<file path="config.mk">
export PLATFORM = sky130hd
export DESIGN_NAME = csr_file_flat
export DESIGN_NICKNAME = d
export VERILOG_FILES = /design/src/rtl/csr_file_if.sv /design/src/rtl/csr_file.sv /design/src/flat_wrapper.sv
export SDC_FILE = /design/constraint.sdc
export NUM_CORES = 1
export LEC_CHECK = 0
export BUFFER_PORTS_ARGS = -buffer_cell sky130_fd_sc_hd__buf_2
export CAP_MARGIN = 20
export CORE_MARGIN = 2
export CORE_UTILIZATION = 39
export DETAILED_ROUTE_END_ITERATION = 8
export MAX_ROUTING_LAYER = met4
export SYNTH_ARGS = -nofsm -noshare
export SYNTH_HDL_FRONTEND = slang
export SYNTH_SLANG_ARGS = --single-unit
</file>
<file path="constraint.sdc">
create_clock -name clk -period 3.3 [get_ports clk]
set_input_delay 0.66 -clock clk [delete_from_list [all_inputs] [get_ports clk]]
set_output_delay 0.66 -clock clk [all_outputs]
set_load 0.02 [all_outputs]
</file>
<file path="src/rtl/csr_file_if.sv">
// csr_file_if: CSR access bus between the decode/commit stages and csr_file.
//   raddr  - CSR read address (decode)
//   rdata  - combinational read data returned by the register file
//   wvalid - commit-stage CSR write enable
//   waddr  - CSR write address
//   wdata  - CSR write data, already merged for RW/RS/RC forms
// Modports: master (pipeline side), slave (csr_file side).
interface csr_file_if;
  logic [11:0] raddr;
  logic [63:0] rdata;
  logic        wvalid;
  logic [11:0] waddr;
  logic [63:0] wdata;

  modport master (output raddr, wvalid, waddr, wdata, input rdata);
  modport slave  (input raddr, wvalid, waddr, wdata, output rdata);
endinterface

</file>
<file path="src/rtl/csr_file.sv">
// csr_file: machine-mode CSR register file and privilege tracker (RV64).
// Stores commit-side CSR writes, applies ECALL/MRET trap and return state,
// serves combinational CSR reads and exports mtvec/mepc and privilege.
//
// Ports:
//   clk, reset       - clock, synchronous active-high reset
//   bus (slave)      - raddr/rdata/wvalid/waddr/wdata CSR access bus
//   ecall, mret      - trap / return committing this cycle (ecall wins)
//   pc               - PC of the committing instruction
//   retire           - one instruction retired this cycle
//   mtvec_o, mepc_o  - current mtvec / mepc
//   priv             - current privilege level (0=U, 3=M)
//   priv_nxt         - privilege level taking effect at the next edge
//
// Parameter HARTID: value read back from mhartid (0xF14).
// Build option: define CSR_COUNTERS_EN to implement mcycle/minstret;
// otherwise 0xB00/0xB02 read 0, writes there are dropped, retire is ignored.
module csr_file #(
  parameter logic [63:0] HARTID = '0
) (
  input  logic        clk,
  input  logic        reset,
  csr_file_if.slave   bus,
  input  logic        ecall,
  input  logic        mret,
  input  logic [63:0] pc,
  input  logic        retire,
  output logic [63:0] mtvec_o,
  output logic [63:0] mepc_o,
  output logic [1:0]  priv,
  output logic [1:0]  priv_nxt
);

  localparam logic [11:0] CSR_SATP     = 12'h180;
  localparam logic [11:0] CSR_MSTATUS  = 12'h300;
  localparam logic [11:0] CSR_MIE      = 12'h304;
  localparam logic [11:0] CSR_MTVEC    = 12'h305;
  localparam logic [11:0] CSR_MSCRATCH = 12'h340;
  localparam logic [11:0] CSR_MEPC     = 12'h341;
  localparam logic [11:0] CSR_MCAUSE   = 12'h342;
  localparam logic [11:0] CSR_MTVAL    = 12'h343;
  localparam logic [11:0] CSR_MIP      = 12'h344;
  localparam logic [11:0] CSR_MHARTID  = 12'hF14;
`ifdef CSR_COUNTERS_EN
  localparam logic [11:0] CSR_MCYCLE   = 12'hB00;
  localparam logic [11:0] CSR_MINSTRET = 12'hB02;
`endif

  typedef enum logic [1:0] {
    PRIV_U = 2'b00,
    PRIV_M = 2'b11
  } priv_e;

  priv_e       priv_q, priv_d;
  logic        mie_bit_q, mpie_q;
  logic [1:0]  mpp_q;
  logic [63:0] mie_q, mip_q, mtvec_q, mscratch_q, mepc_q;
  logic [63:0] mcause_q, mtval_q, satp_q;
  logic [63:0] mstatus_rd;
  logic        csr_we;

  // Trap/return commits take priority over the CSR write of the same cycle.
  assign csr_we = bus.wvalid && !ecall && !mret;

  // Reserved MPP encodings (1, 2) return to U.
  function automatic priv_e mret_target(input logic [1:0] mpp);
    return (mpp == 2'b11) ? PRIV_M : PRIV_U;
  endfunction

  always_comb begin
    priv_d = priv_q;
    if (reset)      priv_d = PRIV_M;
    else if (ecall) priv_d = PRIV_M;
    else if (mret)  priv_d = mret_target(mpp_q);
  end

  assign priv     = priv_q;
  assign priv_nxt = priv_d;
  assign mtvec_o  = mtvec_q;
  assign mepc_o   = mepc_q;

  always_comb begin
    mstatus_rd        = '0;
    mstatus_rd[3]     = mie_bit_q;
    mstatus_rd[7]     = mpie_q;
    mstatus_rd[12:11] = mpp_q;
  end

  always_ff @(posedge clk) begin
    if (reset) begin
      priv_q     <= PRIV_M;
      mie_bit_q  <= 1'b0;
      mpie_q     <= 1'b0;
      mpp_q      <= 2'b00;
      mie_q      <= '0;
      mip_q      <= '0;
      mtvec_q    <= '0;
      mscratch_q <= '0;
      mepc_q     <= '0;
      mcause_q   <= '0;
      mtval_q    <= '0;
      satp_q     <= '0;
    end else if (ecall) begin
      priv_q    <= PRIV_M;
      mepc_q    <= pc & ~64'h3;
      mcause_q  <= (priv_q == PRIV_U) ? 64'd8 : 64'd11;
      mpie_q    <= mie_bit_q;
      mie_bit_q <= 1'b0;
      mpp_q     <= priv_q;
    end else if (mret) begin
      priv_q    <= mret_target(mpp_q);
      mie_bit_q <= mpie_q;
      mpie_q    <= 1'b1;
      mpp_q     <= PRIV_U;
    end else if (csr_we) begin
      case (bus.waddr)
        CSR_MSTATUS: begin
          mie_bit_q <= bus.wdata[3];
          mpie_q    <= bus.wdata[7];
          mpp_q     <= bus.wdata[12:11];
        end
        CSR_MIE:      mie_q      <= bus.wdata;
        CSR_MIP:      mip_q      <= bus.wdata;
        CSR_MTVEC:    mtvec_q    <= bus.wdata & ~64'h3;
        CSR_MSCRATCH: mscratch_q <= bus.wdata;
        CSR_MEPC:     mepc_q     <= bus.wdata & ~64'h3;
        CSR_MCAUSE:   mcause_q   <= bus.wdata;
        CSR_MTVAL:    mtval_q    <= bus.wdata;
        CSR_SATP:     satp_q     <= bus.wdata;
        default: ;
      endcase
    end
  end

`ifdef CSR_COUNTERS_EN
  logic [63:0] mcycle_q, minstret_q;

  // A write to a counter replaces that cycle's increment.
  always_ff @(posedge clk) begin
    if (reset) begin
      mcycle_q   <= '0;
      minstret_q <= '0;
    end else begin
      if (csr_we && bus.waddr == CSR_MCYCLE) mcycle_q <= bus.wdata;
      else                                   mcycle_q <= mcycle_q + 64'd1;
      if (csr_we && bus.waddr == CSR_MINSTRET) minstret_q <= bus.wdata;
      else if (retire)                         minstret_q <= minstret_q + 64'd1;
    end
  end
`else
  logic unused_retire;
  assign unused_retire = retire;
`endif

  always_comb begin
    bus.rdata = '0;
    case (bus.raddr)
      CSR_MSTATUS:  bus.rdata = mstatus_rd;
      CSR_MIE:      bus.rdata = mie_q;
      CSR_MIP:      bus.rdata = mip_q;
      CSR_MTVEC:    bus.rdata = mtvec_q;
      CSR_MSCRATCH: bus.rdata = mscratch_q;
      CSR_MEPC:     bus.rdata = mepc_q;
      CSR_MCAUSE:   bus.rdata = mcause_q;
      CSR_MTVAL:    bus.rdata = mtval_q;
      CSR_SATP:     bus.rdata = satp_q;
      CSR_MHARTID:  bus.rdata = HARTID;
`ifdef CSR_COUNTERS_EN
      CSR_MCYCLE:   bus.rdata = mcycle_q;
      CSR_MINSTRET: bus.rdata = minstret_q;
`endif
      default:      bus.rdata = '0;
    endcase
  end

endmodule
</file>
<file path="src/flat_wrapper.sv">
// flat-port wrapper written by rule: the top's interface ports become plain ports
module csr_file_flat 
#(
  parameter logic [63:0] HARTID = '0
)
  (clk, reset, ecall, mret, pc, retire, mtvec_o, mepc_o, priv, priv_nxt, bus_raddr, bus_wvalid, bus_waddr, bus_wdata, bus_rdata);
  csr_file_if bus_i ();
  input  logic clk;
  input  logic reset;
  input  logic ecall;
  input  logic mret;
  input  logic [63:0] pc;
  input  logic retire;
  output logic [63:0] mtvec_o;
  output logic [63:0] mepc_o;
  output logic [1:0] priv;
  output logic [1:0] priv_nxt;
  input wire logic [$bits(bus_i.raddr)-1:0] bus_raddr;
  input wire logic [$bits(bus_i.wvalid)-1:0] bus_wvalid;
  input wire logic [$bits(bus_i.waddr)-1:0] bus_waddr;
  input wire logic [$bits(bus_i.wdata)-1:0] bus_wdata;
  output wire logic [$bits(bus_i.rdata)-1:0] bus_rdata;
  assign bus_i.raddr = bus_raddr;
  assign bus_i.wvalid = bus_wvalid;
  assign bus_i.waddr = bus_waddr;
  assign bus_i.wdata = bus_wdata;
  assign bus_rdata = bus_i.rdata;
  csr_file #(.HARTID(HARTID)) u_core (.clk(clk), .reset(reset), .bus(bus_i), .ecall(ecall), .mret(mret), .pc(pc), .retire(retire), .mtvec_o(mtvec_o), .mepc_o(mepc_o), .priv(priv), .priv_nxt(priv_nxt));
endmodule
</file>
======== Word level (Yosys, flattened, before mapping) ========
Cells that the tools add are included.
storage, ports and cells
  register bits ........................... 514
  bits of input ports ..................... 158
  output and inout port bits .............. 196
  word-level logic and storage cells ...... 82
operators by class
  eq/ne operators ......................... 20
  muxes and demuxes ....................... 25
  bitwise logic cells ..................... 2
  reduce and logical (&&, ||, !) cells .... 23
operators with widths
  kind                    count
  $pmux W64 S9            1
  $mux W64                8
  $eq A12 B10 Y1 const B  16
  $eq A12 B9 Y1 const B   2
  $reduce_and A4 Y1       6
  $mux W2                 9
  $reduce_bool A2 Y1      5
  $mux W1                 7
  $reduce_and A3 Y1       2
  $reduce_bool A3 Y1      2
  $reduce_and A2 Y1       2
  $eq A2 B2 Y1 const B    1
  $logic_and A1 B1 Y1     2
  $logic_not A1 Y1        2
  $logic_not A2 Y1        1
  $ne A2 B2 Y1 const B    1
  $not A1 Y1              2
  $reduce_or A2 Y1        1

======== Logic depth before layout (Yosys ltp) ========
Gate-level depths: netlist of run 1.
  word-level depth ........................ 6
  gate-level depth with buffers ........... 8
  depth with buffers taken out ............ 4

======== Worst setup path before layout of run 1 ========
Ideal clock, no wire load.
  path type ............................... input to output
  start point ............................. input bus_raddr[4]
  end point ............................... output bus_rdata[10]
  arrival time ............................ 2.398 ns
  slack ................................... 0.242 ns
  stages on the path ...................... 5
  path buffers ............................ 1
  cell sequence ........................... or4_1 > or2_1 > or3_1 > buf_2 > o221ai_1
on the way
  cells in the longest elaborated chain, start to end .. 2
RTL lines
  item                                             line                source
  start: declaration                               flat_wrapper.sv:18  input wire logic [$bits(bus_i.raddr)-1:0] bus_raddr;
  $eq A12 B9 Y1 or $eq A12 B10 Y1 (tied branches)  csr_file.sv:157     case (bus.raddr)
  $pmux W64 S9 *                                   csr_file.sv:157
  end: declaration                                 flat_wrapper.sv:22  output wire logic [$bits(bus_i.rdata)-1:0] bus_rdata;
Every way passes the cells marked *; elsewhere a longest branch is shown, timed or not.

======== Worst setup path in the final report of run 1 ========
  start point ............................. input bus_raddr[4]
  end point ............................... output bus_rdata[23]
Same word-level chain as after synthesis.

==> results by group, run 1 <==
Synth
  • Yosys top cell area share: a little over two fifths
  • Syn Inst Count: around 3100
  • Sequential element share of the synthesized area: a little over two fifths
  • Seq cells post-synth: 514
  • Number of synthesized flops with an enable pin: 0
  • Largest cells by area after synthesis: dfxtp_1 (42%), a21oi_1 (10%), nand3_1 (7.9%)
  • Ys async rst share: 0%
  • Main flop type after synthesis: dfxtp_1
  • Post-Synthesis Mean Instance Area: a little under 8 sq um
  • Synth warn: 0
  • Synth Cell Area: 24400 sq um
  • Cell variety after synth: 53
  • Cell taking the most area after synthesis: dfxtp_1

Die
  • Width of the die: about 250 um
  • Die H: about 250 um
  • Area of the die: approximately 64000 sq um
  • Io pins: approximately 350
  • Initial core utilization: 39.5%
  • Cell row count: 91
  • Core area: between 60000 and 70000 sq um

Detailed routing
  • Vias: between 20000 and 30000
  • Routed Antenna Nets: 0
  • Met3 WL: roughly 9.4 mm
  • Metal2 WL: about 45 mm
  • DRT met1 WL: between 40 and 50 mm
  • Top Metal Used: met4
  • Starting DRT DRC Count: around 2800
  • 1st-pass router iterations: 6
  • Vias/cell: 6.19
  • # DRC: 0
  • Routed WL: ~98 mm
  • Avg WL per Cell: about 24 um

Placement
  • Place WS: -0.302 ns
  • Hpwl dp: between 60 and 70 mm
  • RD Place Congestion: approximately 0.87
  • # port buffers: 346

Critical path
  • Required time at the worst-slack endpoint: between 2 and 3 ns
  • Class of the most critical setup path: input port to primary output
  • R2R setup slack: roughly 2.2 ns
  • CP Cell Sequence: buf_2 -> or4_4 -> or2_4 -> or3_4 -> buf_6 -> o221ai_1 -> buf_4
  • Worst Path Arrival: 2.67 ns
  • Crit-path max FO: 11
  • CP peak stage delay: between 0.5 and 0.6 ns
  • Crit Reg-Reg Startpoint: u_core.priv[0]$_DFF_P_
  • R2r endpoint: u_core.priv[0]$_DFF_P_
  • CP max stage cell: or4_4
  • Setup crit start kind: input port
  • R2R depth: 2
  • Worst setup EP type: primary output

Global routing
  • First-pass GRT wire length: ~140 mm
  • Vias in the first global route: between 20000 and 25000
  • Pin count of the biggest net entering global routing: 202
  • Global route overflow: 0
  • Initial antenna violation count: 18
  • Total track usage: between 20% and 30%

CTS
  • Later-pin clock latency in the skew report: slightly above 0.6 ns
  • Setup bufs post-CTS: 0
  • Number of clock sinks: approximately 500
  • Post-cts hold buffer count: 0
  • Clock Tree Root: clkbuf_16
  • Clk pin slew, worst setup/hold paths: 0.06 ns
  • Clock Tree Buf Depth: 3
  • Cts bufs inserted: 56
  • H-tree Lvls: 2
  • CTS tree: built

STA
  • Final hold vios: 0
  • Crit share post-route: 101%
  • Slew HR: 12.3%
  • Post-route setup slack: -0.0324 ns
  • Slew Viols, Final: 0
  • Final Skew: ~0.0053 ns
  • RSZ-0062 raised after global routing: true
  • Tmin final: 3.33 ns
  • Fmax achieved: about 300 MHz
  • Tightest Pin Transition: roughly 1.3 ns
  • Setup violations, final: 10

Finish
  • Final Util: between 40% and 50%
  • Net count, final: about 3300
  • Area grow syn2layout: 17.1%
  • # fillers: 6083
  • Share of layout cells above drive strength 1: around a fifth

Hold path
  • Worst Hold End: u_core.mepc_o[18]$_SDFFE_PP0P_
  • Hold Path Depth: 3
  • Hold Crit Start: pc[18]
  • Min-Delay Path Class: input port to flop

Pwr
  • Final Power: 13.5 mW
  • Net switching power: between 3 and 4 mW
  • Pwr dens: around 470 nW/um^2
  • Sequential power share: 46.9%
  • Worst vdd ir: between 300 and 400 uV
  • Gate power share: 7.0%
  • Sw frac: between 20 and 25%
  • Clk pwr share: a little under half
  • Leakage power: between 9 and 10 nW
  • Internal power: approximately 10 mW

Run status
  • Failing checks: setup timing
  • Status: finished with violations

Job
  • Number of max-cap violations: 0
-- metal layers --
metal  up-vias  track usage, %
met3       181            5.43
met5         -               -
met4         0            11.8
li1      11200               -
met1     12200            38.7
met2      1412            46.0
-- what timing repair did --
item / CTS / global route
hold endpoints to repair: 0 / 0
cloned: 0 / 1
setup endpoints to repair: 32 / 29
resized for setup: 17 / 22
-- synthesized netlist by cell type (all sizes together) (2+ instances only) --
master	instances
dfxtp	514
a21oi	504
nand3	386
o21ai	383
nand2	291
clkbuf	268
buf	133
mux2	123
nor2	96
a22oi	86
mux2i	68
a311oi	64
o221ai	32
o22a	29
a22o	7
a31oi	6
inv	6
nand4	6
nor3b	6
nor2b	5
or2	5
and2	4
and4	4
nor4b	4
a2bb2oi	3
a32oi	3
and3	3
nand2b	3
nor3	3
nor4bb	3
or3	3
a221oi	2
nor4	2
or4	2
-- critical path: cells and delay by family --
family | cells | cell delay, ns
and+or+nand+nor | 3 | 1.24
AOI/OAI and AO/OA | 1 | 0.27
buffers and inverters | 3 | 0.48
-- cell type report --
| cell class | count | area, sq um | share of cell area (%) |
|---|---|---|---|
| Inverter | 6 | 25.0 | 0.0877 |
| Antenna cell | 16 | 40.0 | 0.140 |
| Sequential cell | 514 | 10300 | 36.1 |
| Timing Repair Buffer | 424 | 2800 | 9.83 |
| Multi-Input combinational cell | 2152 | 12500 | 43.9 |
| Tap cell | 837 | 1050 | 3.67 |
| Clock buffer | 88 | 1670 | 5.86 |
| Clock inverter | 13 | 133 | 0.465 |
-- state kept, by name, indices dropped and copies added (netlist names) --
signal,count
u_core.mie_bit_q,1
u_core.mtvec_o,62
u_core.mtval_q,64
u_core.mpie_q,1
u_core.satp_q,64
u_core.mscratch_q,64
u_core.mpp_q,2
u_core.mie_q,64
u_core.priv,2
u_core.mip_q,64
u_core.mepc_o,62
u_core.mcause_q,64
-- worst max path at each step --
stage	slack, ns	startpoint	end
3_5_place_dp	-0.30	bus_raddr[4]	bus_rdata[23]
3_3_place_gp	-0.31	bus_raddr[4]	bus_rdata[23]
2_1_floorplan	0.24	bus_raddr[4]	bus_rdata[10]
4_1_cts	-0.02	bus_raddr[4]	bus_rdata[60]
5_1_grt	-0.05	bus_raddr[4]	bus_rdata[41]
6_report	-0.03	bus_raddr[4]	bus_rdata[23]
-- kinds of logic after synthesis --
family                 Yosys count  share of synthesized area (%)
AOI/OAI and AO/OA             1125                           26.3
buffers and inverters          407                           7.24
DFF                            514                           42.2
muxes                          191                           8.48
other                            1                         0.0154
and+or+nand+nor                831                           15.8
-- power groups by stage --
stage | Combinational, mW | Sequential [mW] | Clock, mW
5_1_grt | 0.988 | 6.33 | 6.57
6_report | 0.943 | 6.33 | 6.22
2_1_floorplan | 0.481 | 6.50 | 0
4_1_cts | 0.920 | 6.33 | 6.31
3_3_place_gp | 0.905 | 6.46 | 0
3_5_place_dp | 0.917 | 6.47 | 0
-- metrics by stage --
stage          cells  setup TNS, ns  cell area (sq um)  hold slack [ns]
3_5_place_dp    3932          -7.39              26500            0.441
6_report        4050         -0.141              28500            0.316
2_1_floorplan   3072              0              24400            0.428
4_1_cts         4033         -0.127              28400            0.287
5_1_grt         4049         -0.702              28500            0.308
3_3_place_gp    3932          -7.71              26500            0.434
-- cells in the final DEF (no fill, tap or decap), drive strengths merged, types with 68 or more instances in the layout --
cell type,instances
mux2,123
dfxtp,514
nand2,291
a21oi,504
o21ai,383
nand3,386
mux2i,68
a22oi,86
nor2,96
buf,424
clkbuf,88
Power figures use the tool's default switching activity.
==> run 2: changes to the inputs <==
CORE_UTILIZATION = 58   (was 39)
PLACE_DENSITY = 0.81   (was default)
==> results by group, run 2 (synthesized netlist as in run 1, its figures left out) <==
Global routing
  • Global route overflow: 0 (unchanged)
  • Pin count of the biggest net entering global routing: 222 (+9.9%)
  • Initial antenna violation count: 9 (-9)
  • First-pass GRT wire length: 137 mm (-5.5%)
  • Total track usage: 40.3% (+10 points)
  • Vias in the first global route: 24800 (+4.3%)

Critical path
  • R2R setup slack: 2.25 ns (+0.02 ns)
  • Setup crit start kind: input port
  • CP Capture Point: bus_rdata[58]
  • Class of the most critical setup path: input port to primary output
  • R2r endpoint: u_core.priv[0]$_DFF_P_
  • R2R depth: 2 (unchanged)
  • Crit path from: bus_raddr[4]
  • Required time at the worst-slack endpoint: 2.64 ns (about the same)
  • Worst setup EP type: primary output
  • Crit-path max FO: 10 (-1)
  • Crit Reg-Reg Startpoint: u_core.mpp_q[0]$_SDFFE_PP0P_
  • Worst Path Arrival: 2.65 ns (-0.02 ns)

STA
  • Crit share post-route: 100% (-0.70 points)
  • Slew HR: 23.9% (+12 points)
  • Tmin final: 3.31 ns (-0.0231 ns)
  • Tightest Pin Transition: 1.14 ns (-0.168 ns)
  • Post-route setup slack: -0.00927 ns (+0.0231 ns)
  • Fmax achieved: 302 MHz (+0.70%)
  • Setup TNS: -0.0216 ns (+0.120 ns)
  • Final Skew: 0.00767 ns (+0.00242 ns)
  • Final hold vios: 0 (unchanged)
  • Setup violations, final: 5 (-5)
  • Slew Viols, Final: 0 (unchanged)
  • RSZ-0062 raised after global routing: true

Detailed routing
  • Vias: 25800 (+2.9%)
  • # DRC: 0 (unchanged)
  • Avg WL per Cell: 23.9 um (-1.1%)
  • 1st-pass router iterations: 6 (unchanged)
  • Routed WL: 89.4 mm (-8.8%)
  • Routed Antenna Nets: 0 (unchanged)
  • Starting DRT DRC Count: 3724 (+35%)
  • Vias/cell: 6.91 (+12%)

Die
  • Cell row count: 75 (-18%)
  • Initial core utilization: 58.5% (+19 points)
  • Width of the die: 209 um (-18%)
  • Area of the die: 43700 sq um (-32%)
  • Io pins: 354 (unchanged)
  • Core area: 41700 sq um (-32%)
  • Die H: 209 um (-18%)

Finish
  • Most common cell after layout, fill and taps aside: dfxtp_1
  • FF/Latch Area: 10300 sq um (unchanged)
  • Multi-input gate area: 12500 sq um (about the same)
  • Net count, final: 3307 (-0.15%)
  • Final instance area: 28000 sq um (-2.0%)
  • Most frequent cells in the layout: dfxtp_1 (514), a21oi_1 (504), nand3_1 (384)
  • Area grow syn2layout: 14.8%
  • # fillers: 3376 (-45%)
  • Share of layout cells above drive strength 1: 21.2% (+0.10 points)

Pwr
  • Leakage power: 9.69 nW (-0.67%)
  • Worst vdd ir: 363 uV (-4.8%)
  • Final Power: 13.4 mW (-0.84%)
  • Pwr dens: 478 nW/um^2 (+1.1%)

CTS
  • Post-cts hold buffer count: 0 (unchanged)
  • H-tree Lvls: 2 (unchanged)
  • Clk pin slew, worst setup/hold paths: 0.06 ns (about the same)
  • CTS tree: built
  • Clock Tree Root: clkbuf_16
  • Clock Tree Buf Depth: 3 (unchanged)
  • Setup bufs post-CTS: 0 (unchanged)
  • Cts bufs inserted: 52 (-7.1%)
  • Number of clock sinks: 514 (unchanged)
  • Later-pin clock latency in the skew report: 0.60 ns (-0.02 ns)

Placement
  • Post-DP Area: 26100 sq um (-1.9%)
  • # port buffers: 346 (unchanged)
  • Hpwl dp: 53.4 mm (-11%)
  • RD Place Congestion: 0.884 (+2.2%)

Hold path
  • Min-Delay Path Class: input port to flop
  • Hold Crit Start: pc[7]

Job
  • Number of max-cap violations: 0 (unchanged)

Run status
  • Status: finished with violations
  • Failing checks: setup timing
run 2: worst min path at each step:
stage	endpoint	cells past startpoint
after floorplan	u_core.mtval_q[10]$_SDFFE_PP0P_	2
after global placement	u_core.mtval_q[45]$_SDFFE_PP0P_	2
after detailed placement	u_core.mtval_q[14]$_SDFFE_PP0P_	2
after CTS	u_core.mepc_o[7]$_SDFFE_PP0P_	3
after global routing	u_core.mepc_o[63]$_SDFFE_PP0P_	3
final	u_core.mepc_o[7]$_SDFFE_PP0P_	3
run 2: layer usage:
| metal | GRT usage, % | vias up | part of all wire, % |
|---|---|---|---|
| li1 | - | 11200 | - |
| met1 | 50.6 | 12300 | 37 |
| met2 | 60.6 | 1958 | 45 |
| met3 | 8.58 | 358 | 13 |
| met4 | 22.1 | 0 | 5.0 |
| met5 | - | - | 0 |
run 2: stage by stage:
step	instances	util (%)	setup slack (ns)	hold slack, ns
6_report	3734	67.1	-0.00927	0.332
5_1_grt	3734	67.1	-0.0400	0.331
4_1_cts	3725	66.9	0.00646	0.317
3_5_place_dp	3634	62.5	-0.177	0.441
3_3_place_gp	3634	62.5	-0.172	0.434
2_1_floorplan	3072	-	0.242	0.428
run 2: final cells by class:
cell class                      count  area share [%]
Antenna cell                        9          0.0805
Clock buffer                       78            5.58
Clock inverter                     13           0.693
Inverter                            6          0.0895
Multi-Input combinational cell   2151            44.7
Sequential cell                   514            36.8
Tap cell                          539            2.41
Timing Repair Buffer              424            9.62
run 2: critical path, stage by stage:
cell      delay, ns
buf_2          0.10
or4_4          0.54
or2_2          0.30
or3_4          0.40
buf_6          0.17
o221ai_1       0.26
buf_4          0.21
run 2: what timing repair did:
action | CTS | global route
gates resized for setup | 13 | 23
hold endpoints to repair | 0 | 0
setup endpoints to repair | 30 | 23
run 2: power breakdown:
group	internal, mW	leakage, nW	total [mW]	switching [mW]
clock network	3.63	0.869	6.12	2.49
logic	0.266	4.66	0.923	0.657
registers	6.26	4.16	6.33	0.0657
